## src/rtl/egr_tqu_mq.sv

```systemverilog
// -----------------------------------------------------------------------------
// egr_tqu_mq
//
// Multi-queue Tag Queuing Unit for the egress partition. Packet tags from the
// Packet Read Controller are stored in NUM_Q independent circular FIFOs (one
// per egress port/TC queue). The Transmit Controller Unit pops the head of a
// chosen queue and receives the tag one cycle later.
//
// Ports
//   clk, rst_n        : rising-edge clock, asynchronous active-low reset
//   enq_valid/qid/tag : enqueue request from the PRC
//   enq_ready         : combinational, !full of the queue addressed by enq_qid
//   deq_req/qid       : dequeue request from the TCU
//   deq_rsp_valid/hit/tag : registered response, one cycle after deq_req
//   flush             : per-queue synchronous flush (wins over enq/deq)
//   q_cnt, q_empty    : registered per-queue occupancy / empty flags
//   err_ovf, err_udf  : sticky per-queue overflow / underflow flags
//   err_clr           : clears both sticky error vectors
//
// Handshake: an enqueue transfers on a rising edge where enq_valid and
// enq_ready are both high (and the target queue is not being flushed).
// enq_ready is derived from registered occupancy and enq_qid only, so it never
// depends on enq_valid or deq_req. A producer seeing enq_ready low must hold
// the tag; asserting enq_valid anyway drops the tag and sets err_ovf. The
// dequeue side has no back-pressure: every deq_req gets exactly one response
// with deq_rsp_valid high in the following cycle, hit telling whether a tag
// was actually popped.
// -----------------------------------------------------------------------------
module egr_tqu_mq #(
    parameter int NUM_Q = 4,
    parameter int DEPTH = 8,
    parameter int TAG_W = 16,
    localparam int QID_W = (NUM_Q > 1) ? $clog2(NUM_Q) : 1,
    localparam int PTR_W = $clog2(DEPTH),
    localparam int CNT_W = $clog2(DEPTH + 1)
) (
    input  logic                   clk,
    input  logic                   rst_n,
    input  logic                   enq_valid,
    input  logic [QID_W-1:0]       enq_qid,
    input  logic [TAG_W-1:0]       enq_tag,
    output logic                   enq_ready,
    input  logic                   deq_req,
    input  logic [QID_W-1:0]       deq_qid,
    output logic                   deq_rsp_valid,
    output logic                   deq_rsp_hit,
    output logic [TAG_W-1:0]       deq_rsp_tag,
    input  logic [NUM_Q-1:0]       flush,
    output logic [NUM_Q*CNT_W-1:0] q_cnt,
    output logic [NUM_Q-1:0]       q_empty,
    output logic [NUM_Q-1:0]       err_ovf,
    output logic [NUM_Q-1:0]       err_udf,
    input  logic                   err_clr
);

    typedef logic [PTR_W-1:0] ptr_t;
    typedef logic [CNT_W-1:0] cnt_t;

    localparam cnt_t CNT_FULL = cnt_t'(DEPTH);

    // Tag storage; deliberately not reset, pointers/counts define validity.
    logic [TAG_W-1:0] mem_q [NUM_Q][DEPTH];

    ptr_t             wr_ptr_q [NUM_Q];
    ptr_t             wr_ptr_d [NUM_Q];
    ptr_t             rd_ptr_q [NUM_Q];
    ptr_t             rd_ptr_d [NUM_Q];
    cnt_t             cnt_q    [NUM_Q];
    cnt_t             cnt_d    [NUM_Q];

    logic [NUM_Q-1:0] empty_q;
    logic [NUM_Q-1:0] empty_d;
    logic [NUM_Q-1:0] ovf_q;
    logic [NUM_Q-1:0] ovf_d;
    logic [NUM_Q-1:0] udf_q;
    logic [NUM_Q-1:0] udf_d;

    logic             rsp_valid_q;
    logic             rsp_valid_d;
    logic             rsp_hit_q;
    logic             rsp_hit_d;
    logic [TAG_W-1:0] rsp_tag_q;
    logic [TAG_W-1:0] rsp_tag_d;

    // One-hot decodes of the two queue ids, plus per-queue status.
    logic [NUM_Q-1:0] enq_hot;
    logic [NUM_Q-1:0] deq_hot;
    logic [NUM_Q-1:0] full;
    logic [NUM_Q-1:0] enq_ok;
    logic [NUM_Q-1:0] deq_ok;
    logic [NUM_Q-1:0] ovf_set;
    logic [NUM_Q-1:0] udf_set;

    // -------------------------------------------------------------------------
    // Decode and per-queue accept decisions. Everything here looks at
    // registered state only, so a dequeue freeing a slot in a full queue does
    // not open enq_ready in the same cycle, and an enqueue into an empty
    // queue is never bypassed to a same-cycle dequeue.
    // -------------------------------------------------------------------------
    always_comb begin
        enq_hot = '0;
        deq_hot = '0;
        full    = '0;
        enq_ok  = '0;
        deq_ok  = '0;
        ovf_set = '0;
        udf_set = '0;
        for (int q = 0; q < NUM_Q; q++) begin
            enq_hot[q] = (enq_qid == QID_W'(q));
            deq_hot[q] = (deq_qid == QID_W'(q));
            full[q]    = (cnt_q[q] == CNT_FULL);
            // Flush suppresses both the operation and its error report.
            enq_ok[q]  = enq_valid & enq_hot[q] & ~full[q] & ~flush[q];
            deq_ok[q]  = deq_req & deq_hot[q] & ~empty_q[q] & ~flush[q];
            ovf_set[q] = enq_valid & enq_hot[q] & full[q] & ~flush[q];
            udf_set[q] = deq_req & deq_hot[q] & empty_q[q] & ~flush[q];
        end
    end

    // An id beyond NUM_Q-1 matches no queue: it reports ready and the tag is
    // discarded, and a dequeue of it answers with hit=0.
    assign enq_ready = ~|(enq_hot & full);

    // -------------------------------------------------------------------------
    // Next-state for pointers, counts, empty flags and sticky errors.
    // -------------------------------------------------------------------------
    always_comb begin
        for (int q = 0; q < NUM_Q; q++) begin
            wr_ptr_d[q] = wr_ptr_q[q];
            rd_ptr_d[q] = rd_ptr_q[q];
            cnt_d[q]    = cnt_q[q];
        end
        empty_d = empty_q;
        for (int q = 0; q < NUM_Q; q++) begin
            if (flush[q]) begin
                wr_ptr_d[q] = '0;
                rd_ptr_d[q] = '0;
                cnt_d[q]    = '0;
            end else begin
                // Pointers wrap naturally because DEPTH is a power of two.
                if (enq_ok[q]) begin
                    wr_ptr_d[q] = wr_ptr_q[q] + ptr_t'(1);
                end
                if (deq_ok[q]) begin
                    rd_ptr_d[q] = rd_ptr_q[q] + ptr_t'(1);
                end
                case ({enq_ok[q], deq_ok[q]})
                    2'b10:   cnt_d[q] = cnt_q[q] + cnt_t'(1);
                    2'b01:   cnt_d[q] = cnt_q[q] - cnt_t'(1);
                    default: cnt_d[q] = cnt_q[q];
                endcase
            end
            empty_d[q] = (cnt_d[q] == '0);
        end
        // A new error event outranks a same-cycle clear.
        ovf_d = (err_clr ? '0 : ovf_q) | ovf_set;
        udf_d = (err_clr ? '0 : udf_q) | udf_set;
    end

    // -------------------------------------------------------------------------
    // Dequeue response. At most one bit of deq_ok is set, so an AND-OR mux of
    // the per-queue heads yields the popped tag, and zero on a miss.
    // -------------------------------------------------------------------------
    always_comb begin
        rsp_valid_d = deq_req;
        rsp_hit_d   = |deq_ok;
        rsp_tag_d   = '0;
        for (int q = 0; q < NUM_Q; q++) begin
            rsp_tag_d = rsp_tag_d | ({TAG_W{deq_ok[q]}} & mem_q[q][rd_ptr_q[q]]);
        end
    end

    // -------------------------------------------------------------------------
    // State registers.
    // -------------------------------------------------------------------------
    always_ff @(posedge clk or negedge rst_n) begin
        if (!rst_n) begin
            for (int q = 0; q < NUM_Q; q++) begin
                wr_ptr_q[q] <= '0;
                rd_ptr_q[q] <= '0;
                cnt_q[q]    <= '0;
            end
            empty_q     <= '1;
            ovf_q       <= '0;
            udf_q       <= '0;
            rsp_valid_q <= 1'b0;
            rsp_hit_q   <= 1'b0;
            rsp_tag_q   <= '0;
        end else begin
            for (int q = 0; q < NUM_Q; q++) begin
                wr_ptr_q[q] <= wr_ptr_d[q];
                rd_ptr_q[q] <= rd_ptr_d[q];
                cnt_q[q]    <= cnt_d[q];
            end
            empty_q     <= empty_d;
            ovf_q       <= ovf_d;
            udf_q       <= udf_d;
            rsp_valid_q <= rsp_valid_d;
            rsp_hit_q   <= rsp_hit_d;
            rsp_tag_q   <= rsp_tag_d;
        end
    end

    // Storage write port: one write per queue per cycle at most.
    always_ff @(posedge clk) begin
        for (int q = 0; q < NUM_Q; q++) begin
            if (enq_ok[q]) begin
                mem_q[q][wr_ptr_q[q]] <= enq_tag;
            end
        end
    end

    // -------------------------------------------------------------------------
    // Outputs.
    // -------------------------------------------------------------------------
    for (genvar g = 0; g < NUM_Q; g++) begin : g_cnt_pack
        assign q_cnt[g*CNT_W +: CNT_W] = cnt_q[g];
    end

    assign q_empty       = empty_q;
    assign err_ovf       = ovf_q;
    assign err_udf       = udf_q;
    assign deq_rsp_valid = rsp_valid_q;
    assign deq_rsp_hit   = rsp_hit_q;
    assign deq_rsp_tag   = rsp_tag_q;

endmodule

```

## config.mk

```make
export PLATFORM = sky130hd
export DESIGN_NAME = egr_tqu_mq
export DESIGN_NICKNAME = d
export VERILOG_FILES = /design/src/rtl/egr_tqu_mq.sv
export SDC_FILE = /design/constraint.sdc
export NUM_CORES = 1
export LEC_CHECK = 0
export CELL_PAD_IN_SITES_DETAIL_PLACEMENT = 1
export CELL_PAD_IN_SITES_GLOBAL_PLACEMENT = 1
export CORE_MARGIN = 1
export CORE_UTILIZATION = 58
export DETAILED_ROUTE_END_ITERATION = 8
export PLACE_DENSITY_LB_ADDON = 0.1
export SLEW_MARGIN = 15
export SYNTH_ARGS = -nofsm -noshare
export SYNTH_HDL_FRONTEND = slang
export SYNTH_SLANG_ARGS = --single-unit
```

## constraint.sdc

```tcl
create_clock -name clk -period 8.2 [get_ports clk]
set_input_delay 0.82 -clock clk [delete_from_list [all_inputs] [get_ports clk]]
set_output_delay 0.82 -clock clk [all_outputs]
set_load 0.05 [all_outputs]
```

==> results of run 1 <==
==> logic make-up (layout without fill, tap and decap cells) <==
| logic type | after synthesis | count (layout) | share of synthesized area (%) |
|---|---|---|---|
| buffers and inverters | 55 | 230 | 1.13 |
| flip-flops | 582 | 582 | 75.5 |
| multiplexers | 143 | 143 | 13.4 |
| AND/OR/NAND/NOR | 197 | 197 | 4.73 |
| AO/OA/AOI/OAI | 101 | 101 | 3.10 |
| XOR/XNOR | 27 | 27 | 1.04 |
| adder cells (fa/ha/maj) | 20 | 20 | 1.10 |
==> routing by layer <==
metal,track usage [%],up-vias
li1,-,4873
met1,40.6,6248
met2,45.7,457
met3,5.33,83
met4,10.6,0
met5,0,-
==> power by group through the flow <==
stage / clock network (mW) / logic [mW] / registers, mW
3_3_place_gp: 0 / 0.143 / 3.31
6_report: 2.50 / 0.148 / 3.25
2_1_floorplan: 0 / 0.0418 / 3.32
5_1_grt: 2.63 / 0.158 / 3.25
3_5_place_dp: 0 / 0.150 / 3.31
4_1_cts: 2.54 / 0.151 / 3.25
==> path summary, 6_finish.rpt <==
| path | to | cells after the start |
|---|---|---|
| setup / recovery | enq_ready | 4 |
| hold / removal | deq_rsp_valid | 1 |
| setup reg to reg | deq_rsp_tag[1] | 5 |
| hold reg to reg | err_udf[2] | 1 |
| max in group asynchronous | rd_ptr_q[3] | 1 |
| min in group clk | err_udf[2] | 1 |
==> stage by stage <==
stage                     setup WS [ns]  cell area (um2)  hold slack (ns)  utilization, %  cells
after global routing               4.30            26000            0.437            67.3   1818
after CTS                          4.40            26000            0.397            67.4   1818
after detailed placement           4.30            24300            0.478            62.8   1714
after floorplan                    4.92            22700            0.524               -   1125
after global placement             4.36            24300            0.473            62.8   1714
final                              4.42            26000            0.360            67.3   1818
==> cell type report <==
cell class                      count  area [um2]
Fill cell                        3102       12700
Sequential cell                   582       17100
Clock buffer                       73        1500
Tap cell                          518         648
Multi-Input combinational cell    488        5380
Inverter                            5        18.8
Clock inverter                     31         268
Timing Repair Buffer              121        1040
==> registers in the layout, indices dropped and copies added, names as in the netlist <==
register,cells
wr_ptr_q,12
deq_rsp_tag,16
q_cnt,16
rd_ptr_q,12
err_udf,4
q_empty,4
deq_rsp_valid,1
err_ovf,4
deq_rsp_hit,1
mem_q,512
==> cells in the final DEF, fill, tap and decap left out, types with 4 or more instances in the layout <==
cell type          n
inv_1              5
dfrtp_1           62
mux2i_1           10
o21ai_0            7
nor2b_1           19
nand3_1            9
nand2_1           27
nand3b_1           4
mux2_2             4
nor2_1            61
nand4_1           16
or2_2              6
edfxtp_1         512
a31oi_1           17
clkbuf_16         57
clkinv_2          14
or3_1              5
buf_4             47
clkdlybuf4s50_1   64
clkinv_1           9
a21oi_1           14
nor3_1             7
xor2_1            20
bufinv_16          4
buf_2             10
a22oi_1           46
dfstp_2            4
dfrtp_2            4
nor3_2             7
nor4_1             6
mux4_2           129
a211oi_1           4
ha_1              20
xnor2_1            7
clkbuf_1          15
nand2b_1           9
==> results by group, run 1 <==
Timing
  • Max-slew violations: 0
  • Clock skew: 0.0129 ns
  • Fmax: 265 MHz
  • Slew of the pin with the lowest slew margin: 1.12 ns
  • Minimum clock period: 3.78 ns
  • Final period util: 46.1%
  • RSZ-0062 raised after global routing: false
  • Setup TNS: 0 ns
  • Relative slew slack: 25.0%
  • Fin. Hold Viols: 0
  • Final setup fails: 0

GRT
  • Pin count of the biggest net entering global routing: 71
  • Initial antenna violation count: 1
  • Tot GR Track Use: 28.8%
  • Total gr overflow: 0
  • Vias in the first global route: 12100
  • Global-route wire length before repair: 80200 um

Worst setup path
  • Crit path kind: register to output port
  • Setup crit end kind: output port
  • Reg2Reg Setup Slack: 5.22 ns
  • Critical Path AT: 2.96 ns
  • R2r startpoint: rd_ptr_q[8]
  • Crit-path cells: nor3_1, nand2_1, mux4_2, clkdlybuf4s50_1
  • Crit-path max FO: 7
  • Worst Setup SP: q_cnt[5]
  • CP top delay family: buffers and inverters
  • CP bufs+invs: 1
  • Critical path's slowest cell: clkdlybuf4s50_1
  • CP max stage delay: 0.72 ns
  • Worst path required time: 7.38 ns
  • Startpoint Class: register

Floorplan
  • Starting Density: 58.7%
  • Horiz. Die Dim: 200 um
  • Chip height: 200 um
  • Core ar.: 38600 um2
  • I/O pin cnt: 76
  • Die area: 39900 um2
  • Site Rows: 72

Placement
  • Dpl hpwl: 33900 um
  • Gp weighted congestion: 0.824
  • Port Buf Inserts: 75

Power and ir drop
  • Tot Pwr: 5.89 mW
  • Combinational power share: 2.5%
  • Switching power: 1.20 mW
  • Power density cells: 227 nW/um2
  • Switch share: 20.4%
  • Clock network power share: 42.4%
  • Pleak: 8.47 nW
  • Worst IR drop on VDD: 201 uV
  • P_int: 4.69 mW
  • Reg power frac: 55.1%

Finish
  • Fin nets: 1303
  • Area growth, synth to finish: 14.5%
  • Antenna diodes: 0
  • Share of layout cells above drive strength 1: 23.3%

Run
  • Max-cap violation count: 0

Drt
  • Top Layer Used: met4
  • Met1 WL: 22500 um
  • Vias/cell: 6.41
  • Via Count: 11700
  • DR WL met3: 4160 um
  • WL final: 55000 um
  • Wire per inst: 30.3 um
  • Initial DRC count: 1034
  • Remaining DRCs: 0
  • Metal2 WL: 26500 um
  • Drt first pass iters: 5
  • Post-DRT Antenna Nets: 0

Logic synthesis
  • Most common cell in the netlist: edfxtp_1
  • Yosys top cell area share: 67.7%
  • Number of flops mapped to enable cells by yosys: 512
  • Avg Synthesized Cell Area: 20.2 um2
  • Netlist cell types: 52
  • Flops & latches, synth: 582
  • Syn. warnings: 0
  • Mapped Area: 22700 um2
  • Yosys top cell by area: edfxtp_1
  • Post-synth net total: 1174
  • Synthesized instance count: 1125
  • Main synth FF type: edfxtp_1
  • Area contributors post-synth: edfxtp_1 68%, mux4_2 13%, dfrtp_1 7.3%, a22oi_1 1.5%, ha_1 1.1%
  • Synth cell count leaders: 512 x edfxtp_1, 129 x mux4_2, 66 x dfrtp_1, 61 x nor2_1, 46 x a22oi_1
  • Synth async-reset ratio: 12.0%
  • Post-synthesis sequential area ratio: 75.5%

Clock network
  • Worst-Skew Late Latency: 0.62 ns
  • Clock Sinks: 582
  • Clock Path Buffers: 3
  • Clk slew on worst S/H paths: 0.06 ns
  • Setup bufs post-CTS: 0
  • CTS tree: built
  • Hold bufs inserted after CTS: 0
  • H-tree levels: 2
  • Total CTS buffers: 56
  • Resize count post-CTS: 0
  • CTS Root Cell: clkbuf_16

Min path
  • Worst min path class: input port to asynchronous set/reset pin

Status
  • Run status: finished clean
No activity file was read; power rests on OpenSTA's default activity.
==> run 2: changes to the inputs <==
--- a/config.mk
+++ b/config.mk
@@ -8,7 +8,7 @@
 export CELL_PAD_IN_SITES_DETAIL_PLACEMENT = 1
 export CELL_PAD_IN_SITES_GLOBAL_PLACEMENT = 1
 export CORE_MARGIN = 1
-export CORE_UTILIZATION = 58
+export CORE_UTILIZATION = 54
 export DETAILED_ROUTE_END_ITERATION = 8
 export PLACE_DENSITY_LB_ADDON = 0.1
 export SLEW_MARGIN = 15
==> constraint.sdc (replaced) <==
create_clock -name clk -period 3.58 [get_ports clk]
set_input_delay 0.358 -clock clk [delete_from_list [all_inputs] [get_ports clk]]
set_output_delay 0.358 -clock clk [all_outputs]
set_load 0.05 [all_outputs]
==> results by group, run 2 (same netlist as run 1, synthesis figures left out) <==
Worst setup path
  • Worst Setup SP: q_cnt[10]
  • Reg2reg path depth: 11 (+6)
  • Critical Path AT: 2.90 ns (-0.06 ns)
  • Setup crit end kind: output port
  • R2r startpoint: q_cnt[5]
  • Startpoint Class: register
  • Crit-path cells: nor3_1, nand2_1, mux4_2, clkdlybuf4s50_1
  • Reg2Reg Setup Slack: 0.70 ns (-4.52 ns)
  • Worst setup endpoint: enq_ready
  • CP max stage delay: 0.72 ns (about the same)
  • Crit path kind: register to output port
  • Crit-path max FO: 6 (-1)
  • Reg2reg end: q_empty[1]
  • Worst path required time: 3.22 ns (-4.16 ns)
  • Critical path's slowest cell: clkdlybuf4s50_1

Finish
  • Most frequent cells in the layout: 512 x edfxtp_1, 129 x mux4_2, 70 x buf_4, 64 x clkdlybuf4s50_1, 62 x dfrtp_1
  • Max reg flops: 512 (unchanged)
  • Multi-input gate area: 5360 um2 (-0.46%)
  • Fin nets: 1332 (+2.2%)
  • Register area: 17100 um2 (unchanged)
  • Most common cell after layout, fill and taps aside: edfxtp_1
  • Area growth, synth to finish: 16.1%
  • Share of layout cells above drive strength 1: 24.4% (+1.1 points)
  • Non-filler instance count after layout: 1863 (+2.5%)
  • Final instance area: 26400 um2 (+1.4%)
  • Filler Cell Count: 3422 (+10%)
  • Antenna diodes: 0 (unchanged)

Status
  • Run status: finished clean

Timing
  • Final setup fails: 0 (unchanged)
  • Clock skew: 0.0176 ns (+0.00471 ns)
  • Max-slew violations: 0 (unchanged)
  • Fmax: 306 MHz
  • Fin. Hold Viols: 0 (unchanged)
  • Setup TNS: 0 ns (unchanged)
  • RSZ-0062 raised after global routing: false
  • Final period util: 91.1%
  • Relative slew slack: 25.2% (+0.19 points)
  • Minimum clock period: 3.26 ns
  • Worst setup margin: 0.317 ns (-4.10 ns)
  • Slew of the pin with the lowest slew margin: 1.12 ns (-0.00282 ns)

GRT
  • Pin count of the biggest net entering global routing: 71 (unchanged)
  • Initial antenna violation count: 1 (unchanged)
  • Global-route wire length before repair: 81000 um (+1.1%)
  • Tot GR Track Use: 26.4% (-2.4 points)
  • Vias in the first global route: 12300 (+1.5%)
  • Total gr overflow: 0 (unchanged)

Drt
  • Initial DRC count: 1009 (-2.4%)
  • Vias/cell: 6.25 (-2.6%)
  • Wire per inst: 29.7 um (-1.8%)
  • Remaining DRCs: 0 (unchanged)
  • WL final: 55400 um (+0.68%)
  • Drt first pass iters: 7 (+2)
  • Post-DRT Antenna Nets: 0 (unchanged)
  • Via Count: 11600 (-0.15%)

Floorplan
  • I/O pin cnt: 76 (unchanged)
  • Die area: 42900 um2 (+7.3%)
  • Starting Density: 55.2% (-3.5 points)
  • Chip height: 207 um (+3.6%)
  • Site Rows: 74 (+2.8%)
  • Core ar.: 41100 um2 (+6.4%)
  • Horiz. Die Dim: 207 um (+3.6%)

Clock network
  • CTS Root Cell: clkbuf_16
  • Clock Path Buffers: 3 (unchanged)
  • H-tree levels: 2 (unchanged)
  • Setup bufs post-CTS: 0 (unchanged)
  • Worst-Skew Late Latency: 0.61 ns (about the same)
  • Total CTS buffers: 58 (+3.6%)
  • Clock Sinks: 582 (unchanged)
  • Clk slew on worst S/H paths: 0.06 ns (about the same)
  • Resize count post-CTS: 0 (unchanged)
  • CTS tree: built
  • Hold bufs inserted after CTS: 1 (+1)

Placement
  • Port Buf Inserts: 75 (unchanged)
  • Dpl hpwl: 34600 um (+2.1%)
  • Placed Cells: 1754 (+2.3%)
  • DP Area: 24500 um2 (+0.97%)
  • Gp weighted congestion: 0.811 (-1.5%)
  • Pre-CTS setup slack: 0.331 ns (-3.97 ns)

Min path
  • Hold path cells: 1
  • Worst min path class: input port to register

Run
  • Max-cap violation count: 0 (unchanged)

Power and ir drop
  • Tot Pwr: 13.8 mW (+130%)
  • Worst IR drop on VDD: 439 uV (+120%)
  • Pleak: 8.65 nW (+2.1%)
  • Power density cells: 525 nW/um2 (+130%)
-- run 2: worst min path at each step --
| stage | endpoint | from | slack [ns] |
|---|---|---|---|
| finish | mem_q[3][29] | enq_tag[13] | 0.30 |
| global route | mem_q[1][127] | enq_tag[15] | 0.32 |
| CTS | err_ovf[3] | err_clr | 0.32 |
| detailed placement | err_udf[0] | err_udf[0] | 0.47 |
| global placement | err_udf[0] | err_udf[0] | 0.47 |
| floorplan | deq_rsp_hit | rst_n | 0.06 |
-- run 2: worst max-delay path: cells and delay by family, from the launching register on --
kind / cells / cell delay, ns
muxes: 1 / 0.49
buffers and inverters: 1 / 0.72
and+or+nand+nor: 2 / 0.66
DFF: 1 / 0.43
-- run 2: area by class of cell --
| class | count | share of cell area [%] |
|---|---|---|
| inverter | 5 | 0.0712 |
| clock buffer | 80 | 5.97 |
| clock inverter | 28 | 1.25 |
| multi-input combinational | 488 | 20.3 |
| tap | 532 | 2.52 |
| timing repair buffer | 148 | 4.88 |
| sequential | 582 | 65.0 |
-- run 2: routing by layer --
layer / routed length (um) / vias up / track usage [%]
li1: - / 4931 / -
met1: 22500 / 6267 / 35.3
met2: 27700 / 355 / 43.8
met3: 3730 / 89 / 5.58
met4: 1510 / 2 / 8.57
met5: 13 / - / 0
-- run 2: stage by stage --
stage / util (%) / hold slack, ns
CTS: 64.3 / 0.322
global placement: 59.6 / 0.470
global route: 64.1 / 0.317
floorplan: - / 0.0624
finish: 64.1 / 0.303
detailed placement: 59.6 / 0.474
-- run 2: power breakdown --
part / leakage [nW] / internal, mW / switching [mW]
registers: 5.56 / 7.42 / 0.0233
logic: 2.18 / 0.101 / 0.237
clock network: 0.909 / 3.57 / 2.49
